File: src/rtl/data_stack.sv
// J1a data stack: a dedicated top-of-stack register plus a circular array
// holding the deeper items, with sticky wrap flags for debug.
module data_stack #(
    parameter int WIDTH      = 16,
    parameter int DEPTH_LOG2 = 4
) (
    input  logic                  clk,
    input  logic                  resetq,
    input  logic                  stackEnable,
    input  logic [WIDTH-1:0]      topOfDataStackNew,
    input  logic [1:0]            stackDelta,
    input  logic                  flagClear,
    output logic [WIDTH-1:0]      topOfDataStack,
    output logic [WIDTH-1:0]      secondItemOfDataStack,
    output logic [DEPTH_LOG2-1:0] dataStackPointer,
    output logic                  stackOverflow,
    output logic                  stackUnderflow
);

    localparam int DEPTH = 1 << DEPTH_LOG2;

    logic [WIDTH-1:0]      st0_q, st0_d;
    logic [WIDTH-1:0]      mem_q [DEPTH];
    logic [WIDTH-1:0]      mem_d [DEPTH];
    logic [DEPTH_LOG2-1:0] dsp_q, dsp_d;
    logic                  ovf_q, ovf_d;
    logic                  udf_q, udf_d;

    logic [DEPTH_LOG2-1:0] delta_ext;
    logic [DEPTH_LOG2-1:0] dsp_inc;
    logic                  push;
    logic                  ovf_set;
    logic                  udf_set;

    // Delta is a 2-bit two's-complement value; sign-extend to pointer width.
    assign delta_ext = DEPTH_LOG2'($signed(stackDelta));
    assign dsp_inc   = dsp_q + DEPTH_LOG2'(1);
    assign push      = stackEnable && (stackDelta == 2'b01);
    assign ovf_set   = push && (dsp_q == '1);
    assign udf_set   = stackEnable &&
                       (((stackDelta == 2'b11) && (dsp_q == '0)) ||
                        ((stackDelta == 2'b10) && (dsp_q <= DEPTH_LOG2'(1))));

    always_comb begin
        st0_d = st0_q;
        dsp_d = dsp_q;
        for (int i = 0; i < DEPTH; i++) begin
            mem_d[i] = mem_q[i];
        end
        if (stackEnable) begin
            st0_d = topOfDataStackNew;
            dsp_d = dsp_q + delta_ext;
        end
        // Only a push spills the old top into the array.
        if (push) begin
            mem_d[dsp_inc] = st0_q;
        end

        // Clear first so a same-cycle set condition wins.
        ovf_d = ovf_q;
        udf_d = udf_q;
        if (flagClear) begin
            ovf_d = 1'b0;
            udf_d = 1'b0;
        end
        if (ovf_set) ovf_d = 1'b1;
        if (udf_set) udf_d = 1'b1;
    end

    always_ff @(posedge clk or negedge resetq) begin
        if (!resetq) begin
            st0_q <= '0;
            dsp_q <= '0;
            ovf_q <= 1'b0;
            udf_q <= 1'b0;
            for (int i = 0; i < DEPTH; i++) begin
                mem_q[i] <= '0;
            end
        end else begin
            st0_q <= st0_d;
            dsp_q <= dsp_d;
            ovf_q <= ovf_d;
            udf_q <= udf_d;
            for (int i = 0; i < DEPTH; i++) begin
                mem_q[i] <= mem_d[i];
            end
        end
    end

    assign topOfDataStack        = st0_q;
    assign secondItemOfDataStack = mem_q[dsp_q];
    assign dataStackPointer      = dsp_q;
    assign stackOverflow         = ovf_q;
    assign stackUnderflow        = udf_q;

endmodule

File: config.mk
export PLATFORM = sky130hd
export DESIGN_NAME = data_stack
export DESIGN_NICKNAME = d
export VERILOG_FILES = /design/src/rtl/data_stack.sv
export SDC_FILE = /design/constraint.sdc
export NUM_CORES = 1
export LEC_CHECK = 0
export BUFFER_PORTS_ARGS = -buffer_cell sky130_fd_sc_hd__clkbuf_2
export CORE_MARGIN = 2
export CORE_UTILIZATION = 50
export CTS_BUF_LIST = sky130_fd_sc_hd__clkbuf_8
export CTS_CLUSTER_DIAMETER = 80
export CTS_CLUSTER_SIZE = 40
export DETAILED_ROUTE_END_ITERATION = 10
export PLACE_DENSITY = 0.64
export SETUP_SLACK_MARGIN = 0.5
export SYNTH_ARGS = -nofsm -noshare
export SYNTH_HDL_FRONTEND = slang
export SYNTH_SLANG_ARGS = --single-unit
File: constraint.sdc
create_clock -name clk -period 2.7 [get_ports clk]
set_clock_uncertainty 0.1 [all_clocks]
set_input_delay 0.405 -clock clk [delete_from_list [all_inputs] [get_ports clk]]
set_output_delay 0.405 -clock clk [all_outputs]
set_load 0.1 [all_outputs]
==> results of run 1 <==
[power breakdown]
part	internal, uW	switching [uW]	leakage (uW)
combinational	3900	4320	0.00312
clock	626	1400	0.000160
sequential	5790	924	0.00366
total	10300	6650	0.00693
[logic make-up (layout without fill, tap and decap cells)]
group,after synthesis,count (layout),share of synthesized area [%]
AO/OA/AOI/OAI,41,41,2.382
XOR/XNOR,1,1,0.06920
adder cells (fa/ha/maj),4,4,0.4547
buffers and inverters,68,173,2.896
flip-flops,278,278,54.95
multiplexers,338,338,36.34
AND/OR/NAND/NOR,61,61,2.906
[worst max-delay path, stage by stage, from the launching register on]
cell and delay (ps):
dfrtp_4 490, buf_12 170, buf_16 160, mux4_2 520
a22oi_2 250, nand2_4 80, buf_12 170
[area by class of cell]
cell class	count	area [um^2]
flip-flops and latches	278	6989
fillers	1883	9971
well taps	330	412.9
repair buffers	144	1663
inverters	5	18.77
clock buffers	16	220.2
multi-input cells	445	5674
clock inverters	8	87.58
[worst paths after layout]
check                                                start                             to  slack, ps  cells after the start
setup / recovery           dataStackPointer[0]$_DFFE_PN0P_       secondItemOfDataStack[3]       -220                      6
hold / removal                        topOfDataStackNew[1]  topOfDataStack[1]$_DFFE_PN0P_         40                      2
setup reg to reg           dataStackPointer[0]$_DFFE_PN0P_         mem_q[130]$_DFFE_PN0P_        460                      7
hold reg to reg                  stackOverflow$_DFFE_PN0P_      stackOverflow$_DFFE_PN0P_        400                      1
max in group asynchronous                           resetq  topOfDataStack[3]$_DFFE_PN0P_       1420                      3
min in group asynchronous                           resetq         mem_q[204]$_DFFE_PN0P_        270                      2
[flip-flops by register name, summed over array words and instances (netlist names)]
register / count
dataStackPointer: 4
mem_q: 256
stackOverflow: 1
stackUnderflow: 1
topOfDataStack: 16
[metal layers]
metal / part of all wire (%) / vias up / global-route usage, % / wire length, um
met4: 2.1 / 0 / 4.787 / 630
met3: 2.8 / 38 / 2.895 / 836
li1: - / 3105 / - / -
met5: 0 / - / 0 / 0
met1: 43 / 3879 / 30.77 / 12990
met2: 52 / 112 / 42.57 / 15840
[timing repair]
action,in CTS,in global routing
setup buffers,15,1
hold buffers,17,0
setup endpoints to repair,112,97
pin swaps,16,11
cloned,3,3
resized for setup,59,5
endpoints found under the hold margin,71,0
[cells in the mapped netlist (2+ instances only)]
cell type / count / share of area [%]
nor2_2: 3 / 0.15
dfrtp_1: 278 / 55
nor2_4: 6 / 0.53
a21oi_1: 2 / 0.079
mux2_2: 244 / 22
a22oi_1: 32 / 1.9
ha_1: 3 / 0.30
nand2_2: 4 / 0.20
buf_4: 10 / 0.59
and3_1: 2 / 0.099
clkbuf_1: 24 / 0.71
buf_2: 17 / 0.67
a21o_1: 2 / 0.12
buf_1: 5 / 0.15
buf_6: 7 / 0.62
nor2_1: 3 / 0.089
mux2_4: 20 / 2.4
nand2_1: 26 / 0.77
nand3_1: 3 / 0.12
nor2b_1: 4 / 0.20
mux2_1: 9 / 0.80
mux4_2: 64 / 11
inv_1: 5 / 0.15
[through the flow]
step	instance area (um^2)	std cells
after floorplan	13020	791
after global placement	14080	1163
after detailed placement	14080	1163
after CTS	14960	1222
after global routing	15070	1226
final	15070	1226
==> out/qor.csv, run 1 <==
metric;value;unit
antenna_found_initial;0;
async_reset_ff_share;100.0;%
seq_area_frac_synth;54.95;%
slew_headroom;60.34;%
layout_commonest_cell;dfrtp_1;
path_clk_slew;170;ps
htree_levels;1;
grt_pass1_wl;47.09;mm
worst_hold_slack;44.25;ps
avgSynthCellArea;16.00;um^2
power.total;16970;uW
mostFrequentLayoutCells;dfrtp_1 (260), mux2_2 (244), mux4_2 (64), buf_4 (38), buf_12 (33);
syn_area;0.01266;mm^2
critical_path_class;register to output pin;
crit_fanout;8;
drive_above_1_share;63.95;%
drt_iter0_markers;359;
start_util;50.56;%
drv_slew;0;
endpoint_kind;output pin;
fin_crit;2915;ps
die_w;163.1;um
ys.flop_type;dfrtp_1;
ir_worst_vdd;791.2;uV
gp_congestion;0.8071;
cts.sink_count;278;
tightest_slew;593.6;ps
dr.pass1.iters;4;
rsz0062_at_grt;true;
powerDensity;1126;mW/mm^2
die_area;0.02661;mm^2
die_h;163.1;um
hp-class;input port to register;
antenna_cells;0;
core_area;0.02504;mm^2
drc;0;
ios;60;
fin_ws;-215.0;ps
via_per_inst;5.819;
placement_rows;58;
violations;setup timing;
area_growth;19.01;%
via_count;7134;
arrival;2410;ps
status;complete, but fails checks;
yosys_register_bits;278;
port_buffers;59;
maxCapViolations;0;
clk_latency;550;ps
setup_viol;16;
grt_use_total;23.57;%
routedWlPerCell;24.71;um
nets;915;
netlist_instances;791;
cp.required;2190;ps
post-route-period-util;108.0;%
dp_hpwl;19.23;mm
grt_pass1_vias;7884;
clockBufferDepth;3;
grt_max_degree;75;
setup_tns;-2775;ps
final_antenna_net_count;0;
hold_viol;0;
final_util;60.17;%
synth_edf_count;0;
syn_nets;817;
yosys_warnings;0;
place_ws;219.2;ps
root_buffer;clkbuf_8;
grt.overflow.total;0;
ys_types;41;
clock.fmax;0.3430;GHz
cts_tree;done;
p_leak;0.006932;uW
start_kind;register;
cts_buffers;15;
totalWireLength;30.29;mm
Note: power is estimated with default switching activity, not from simulation.
==> run 2, diff against run 1 <==
--- a/config.mk
+++ b/config.mk
@@ -6,13 +6,15 @@
 export NUM_CORES = 1
 export LEC_CHECK = 0
 export BUFFER_PORTS_ARGS = -buffer_cell sky130_fd_sc_hd__clkbuf_2
+export CELL_PAD_IN_SITES_DETAIL_PLACEMENT = 0
+export CELL_PAD_IN_SITES_GLOBAL_PLACEMENT = 2
 export CORE_MARGIN = 2
-export CORE_UTILIZATION = 50
+export CORE_UTILIZATION = 48
 export CTS_BUF_LIST = sky130_fd_sc_hd__clkbuf_8
 export CTS_CLUSTER_DIAMETER = 80
 export CTS_CLUSTER_SIZE = 40
 export DETAILED_ROUTE_END_ITERATION = 10
-export PLACE_DENSITY = 0.64
+export PLACE_DENSITY = 0.8
 export SETUP_SLACK_MARGIN = 0.5
 export SYNTH_ARGS = -nofsm -noshare
 export SYNTH_HDL_FRONTEND = slang
==> run 2 against run 1 <==
Maximum frequency fell by 1.6%. Cell count rose by 1.1%. Largest power group unchanged. First-iteration DRC count rose by 9.5%. Power rose by 3.5%. Sequential cell count did not move. Highest routed layer unchanged. Sequential power rose by 0.6%. The run still ends with setup timing left. Via count rose by 1.9%. Largest cell class unchanged.
==> out/qor.csv, run 2 (synthesis results as in run 1) <==
metric;value;unit
status;complete, but fails checks;
violations;setup timing;
power.internal;10610;uW
p_leak;0.007119;uW
maxCapViolations;0;
largest_register;mem_q;
clock.fmax;0.3377;GHz
nets;922;
dp_hpwl;19.23;mm
p_switching;6954;uW
tightest_slew;614.6;ps
dr.pass1.iters;4;
antenna_found_initial;0;
cts.sink_count;278;
via_count;7269;
fin_ws;-261.3;ps
grt_pass1_vias;8007;
ff2ff_setup_slack;440;ps
root_buffer;clkbuf_8;
combPwrFrac;49.0;%
placement_rows;59;
via_per_inst;5.867;
hold_viol;0;
crit_fanout;6;
die_h;166.4;um
hp-class;input port to register;
largest_reg_flops;256;
grt_max_degree;81;
drc;0;
powerDensity;1123;mW/mm^2
cts_buffers;15;
gp_congestion;0.7411;
die_w;166.4;um
drive_above_1_share;65.27;%
die_area;0.02769;mm^2
totalWireLength;32.37;mm
grt_use_total;23.14;%
arrival;2460;ps
drt_iter0_markers;393;
setup_tns;-3501;ps
layout_commonest_cell;dfrtp_1;
p_seq_share;38.5;%
grt.overflow.total;0;
final_antenna_net_count;0;
start_kind;register;
critical_path_class;register to output pin;
mostFrequentLayoutCells;dfrtp_1 (259), mux2_2 (211), mux4_2 (64), mux2_4 (57), buf_12 (41);
clk_latency;570;ps
core_area;0.02598;mm^2
endpoint_kind;output pin;
start_util;48.72;%
path_clk_slew;180;ps
post-route-period-util;109.7;%
area_growth;23.51;%
grt_pass1_wl;49.01;mm
clkPwrFrac;12.5;%
slew_headroom;59.03;%
fin_crit;2961;ps
antenna_cells;0;
ir_worst_vdd;1591;uV
htree_levels;1;
routedWlPerCell;26.13;um
worst_hold_slack;56.74;ps
cts_tree;done;
cp.required;2190;ps
rsz0062_at_grt;true;
drv_slew;0;
ios;60;
port_buffers;59;
setup_viol;16;
power.total;17560;uW
switching_share;39.59;%
clockBufferDepth;3;
run 2: cell count changes in the layout (fill, tap and decap cells not counted), sizes merged:
cell | previous run | this run
clkinv | 2 | 5
buf | 83 | 86
dlygate4sd3 | 17 | 18
clkinvlp | 0 | 1
clkbuf | 60 | 61
inv | 11 | 9
nand2 | 30 | 31
run 2: layer usage:
metal / vias up / share of wire, % / global-route usage (%)
met4: 0 / 2.8 / 5.097
met2: 125 / 52 / 41.05
met5: - / 0 / 0
li1: 3124 / - / -
met1: 3978 / 42 / 30.82
met3: 42 / 2.8 / 2.717
run 2: repair_timing:
item | CTS | global route
hold buffers | 18 | 0
setup endpoints to repair | 191 | 135
endpoints found under the hold margin | 89 | 0
resized for setup | 92 | 61
pin swaps | 26 | 19
setup buffers | 17 | 7
cloned | 2 | 6
run 2: final timing paths:
check | endpoint | depth (start not counted) | start
worst min register to register | stackOverflow$_DFFE_PN0P_ | 1 | stackOverflow$_DFFE_PN0P_
max in group asynchronous | topOfDataStack[0]$_DFFE_PN0P_ | 3 | resetq
min in group asynchronous | mem_q[159]$_DFFE_PN0P_ | 2 | resetq
worst min-delay path | topOfDataStack[9]$_DFFE_PN0P_ | 2 | topOfDataStackNew[9]
worst max-delay path | secondItemOfDataStack[12] | 6 | dataStackPointer[0]$_DFFE_PN0P_
worst max register to register | mem_q[137]$_DFFE_PN0P_ | 7 | dataStackPointer[0]$_DFFE_PN0P_
run 2: critical path: stages, from the launching register on:
cell and delay, ps:
dfrtp_4 520, buf_12 160, buf_12 140, mux4_2 500
a22oi_2 300, nand2_4 80, buf_12 170
run 2: power groups by stage:
stage | Clock (uW) | Combinational (uW) | Sequential, uW
2_1_floorplan | 0 | 5550 | 6810
3_3_place_gp | 0 | 7620 | 6730
3_5_place_dp | 0 | 7780 | 6910
4_1_cts | 2280 | 8330 | 6740
5_1_grt | 2420 | 9000 | 6980
6_report | 2200 | 8600 | 6760
run 2: final cells by class:
type / instances / area [um^2]
Clock inverter: 10 / 178.9
Fill cell: 1934 / 10350
Tap cell: 335 / 419.2
Clock buffer: 15 / 206.4
Multi-Input combinational cell: 446 / 5908
Sequential cell: 278 / 6990
Inverter: 5 / 22.52
Timing Repair Buffer: 150 / 1911
run 2: through the flow:
step | utilization (%) | std cells | cell area, um^2 | setup WS, ps
after global routing | 60.17 | 1239 | 15640 | -327.7
after floorplan | - | 791 | 13020 | 205.4
after detailed placement | 54.10 | 1164 | 14060 | 240.2
final | 60.17 | 1239 | 15640 | -261.3
after global placement | 54.10 | 1164 | 14060 | 250.6
after CTS | 58.35 | 1226 | 15160 | -301.7
==> run 3, diff against run 2 <==
--- a/config.mk
+++ b/config.mk
@@ -15,6 +15,7 @@
 export CTS_CLUSTER_SIZE = 40
 export DETAILED_ROUTE_END_ITERATION = 10
 export PLACE_DENSITY = 0.8
+export REMOVE_ABC_BUFFERS = 1
 export SETUP_SLACK_MARGIN = 0.5
 export SYNTH_ARGS = -nofsm -noshare
 export SYNTH_HDL_FRONTEND = slang
==> run 3 against run 2 <==
The flow still finishes with violations (setup timing). Non-clock buffer count decreased by 10. Maximum frequency increased by 2.4%. Clock power about the same. Critical endpoint is now secondItemOfDataStack[9].
==> out/qor.csv, run 3 (synthesis results as in run 1) <==
metric;value;unit
status;complete, but fails checks;
violations;setup timing;
path_clk_slew;170;ps
root_buffer;clkbuf_8;
grt_pass1_vias;7936;
stdcell_count;1228;
min_from;stackEnable;
ff2ff_path_depth;7;
htree_levels;1;
critPathBufInv;3;
placement_rows;59;
tightest_slew;618.6;ps
p_seq_share;40.0;%
final_util;57.79;%
dp_hpwl;18.31;mm
cp.required;2190;ps
totalWireLength;30.08;mm
ff2ff_setup_slack;350;ps
grt_pass1_wl;47.16;mm
ir_worst_vdd;839.7;uV
clkPwrFrac;13.2;%
start_kind;register;
dr.pass1.iters;4;
worst_hold_slack;64.51;ps
antenna_found_initial;0;
antenna_cells;0;
drt_iter0_markers;511;
powerDensity;1121;mW/mm^2
die_h;166.4;um
via_count;7164;
n_fill_cell;2044;
cpPeakStageDelay;520;ps
rsz0062_at_grt;true;
crit_top_cell;buf_12;
p_leak;0.006915;uW
ios;60;
fin_crit;2892;ps
drive_above_1_share;63.27;%
endpoint_kind;output pin;
grt.overflow.total;0;
routedWlPerCell;24.49;um
via_per_inst;5.834;
cp_num_cells;6;
gp_congestion;0.8106;
power.total;16840;uW
post-route-period-util;107.1;%
cts_buffers;15;
cts.sink_count;278;
die_w;166.4;um
clock.fmax;0.3458;GHz
p_switching;6573;uW
reg2reg_from;dataStackPointer[0]$_DFFE_PN0P_;
combPwrFrac;46.7;%
port_buffers;59;
clockBufferDepth;3;
start_util;48.72;%
hp-class;input port to register;
area_growth;18.61;%
switching_share;39.04;%
clk_latency;550;ps
place_ws;222.7;ps
mostFrequentLayoutCells;dfrtp_1 (259), mux2_2 (244), mux4_2 (64), buf_12 (34), buf_4 (32);
core_area;0.02598;mm^2
arrival;2390;ps
drc;0;
crit_fanout;9;
cts_tree;done;
power.internal;10260;uW
slew_headroom;58.76;%
critPathTopFamily;multiplexers;
critical_path_class;register to output pin;
layout_commonest_cell;dfrtp_1;
ff_latch_area;0.006983;mm^2
cp_slowest_cell;mux4_2;
largest_register;mem_q;
final_antenna_net_count;0;
multi_input_area;0.005599;mm^2
largest_reg_flops;256;
nets;911;
path_cells;buf_12 -> buf_16 -> mux4_2 -> a22oi_2 -> nand2_2 -> buf_12;
setup_viol;16;
die_area;0.02769;mm^2
grt_use_total;22.08;%
min_to;dataStackPointer[1]$_DFFE_PN0P_;
hold_viol;0;
post-place-cells;1163;
maxCapViolations;0;
hold_depth;2;
grt_max_degree;76;
drv_slew;0;
r2r_end;mem_q[133]$_DFFE_PN0P_;
fin_ws;-191.9;ps
[run 3: layout make-up]
class | count | share of cell area (%)
Clock buffer | 15 | 1.375
Multi-Input combinational cell | 445 | 37.29
Clock inverter | 10 | 1.150
Sequential cell | 278 | 46.50
Inverter | 5 | 0.1250
Tap cell | 335 | 2.791
Timing Repair Buffer | 140 | 10.77
[run 3: power by group through the flow]
stage | Clock [uW] | Combinational, uW | Sequential, uW
after CTS | 2310 | 7790 | 6730
after global placement | 0 | 7110 | 6710
after detailed placement | 0 | 7260 | 6860
after global routing | 2440 | 8240 | 6950
final | 2230 | 7870 | 6740
after floorplan | 0 | 4680 | 7070
[run 3: timing repair]
| item | in CTS | in global routing |
|---|---|---|
| endpoints found under the hold margin | 87 | 0 |
| cloned | 3 | 2 |
| pin swaps | 16 | 23 |
| endpoints found under the setup margin | 133 | 115 |
| hold buffers | 18 | 0 |
| resized for setup | 94 | 30 |
| buffers inserted | 14 | 3 |
[run 3: layer usage]
layer  global-route usage (%)  vias to the layer above  part of all wire (%)
met5                        0                        -                     0
met4                    4.610                        0                   2.0
met3                    2.717                       38                   3.3
met2                    38.68                      108                    51
met1                    29.87                     3914                    43
li1                         -                     3104                     -
[run 3: through the flow]
stage | area [um^2] | setup TNS (ps)
after floorplan | 12310 | -569260
after global placement | 13750 | 0
after detailed placement | 13750 | 0
after CTS | 14840 | -2962
after global routing | 15020 | -3473
final | 15020 | -2334
[run 3: worst max-delay path by stage]
| stage | from | to | slack [ps] |
|---|---|---|---|
| floorplan | dataStackPointer[0]$_DFFE_PN0P_ | mem_q[117]$_DFFE_PN0P_ | -2590 |
| global placement | dataStackPointer[0]$_DFFE_PN0P_ | secondItemOfDataStack[12] | 210 |
| detailed placement | dataStackPointer[0]$_DFFE_PN0P_ | secondItemOfDataStack[12] | 220 |
| CTS | dataStackPointer[0]$_DFFE_PN0P_ | secondItemOfDataStack[13] | -240 |
| global route | dataStackPointer[0]$_DFFE_PN0P_ | secondItemOfDataStack[9] | -260 |
| finish | dataStackPointer[0]$_DFFE_PN0P_ | secondItemOfDataStack[9] | -190 |
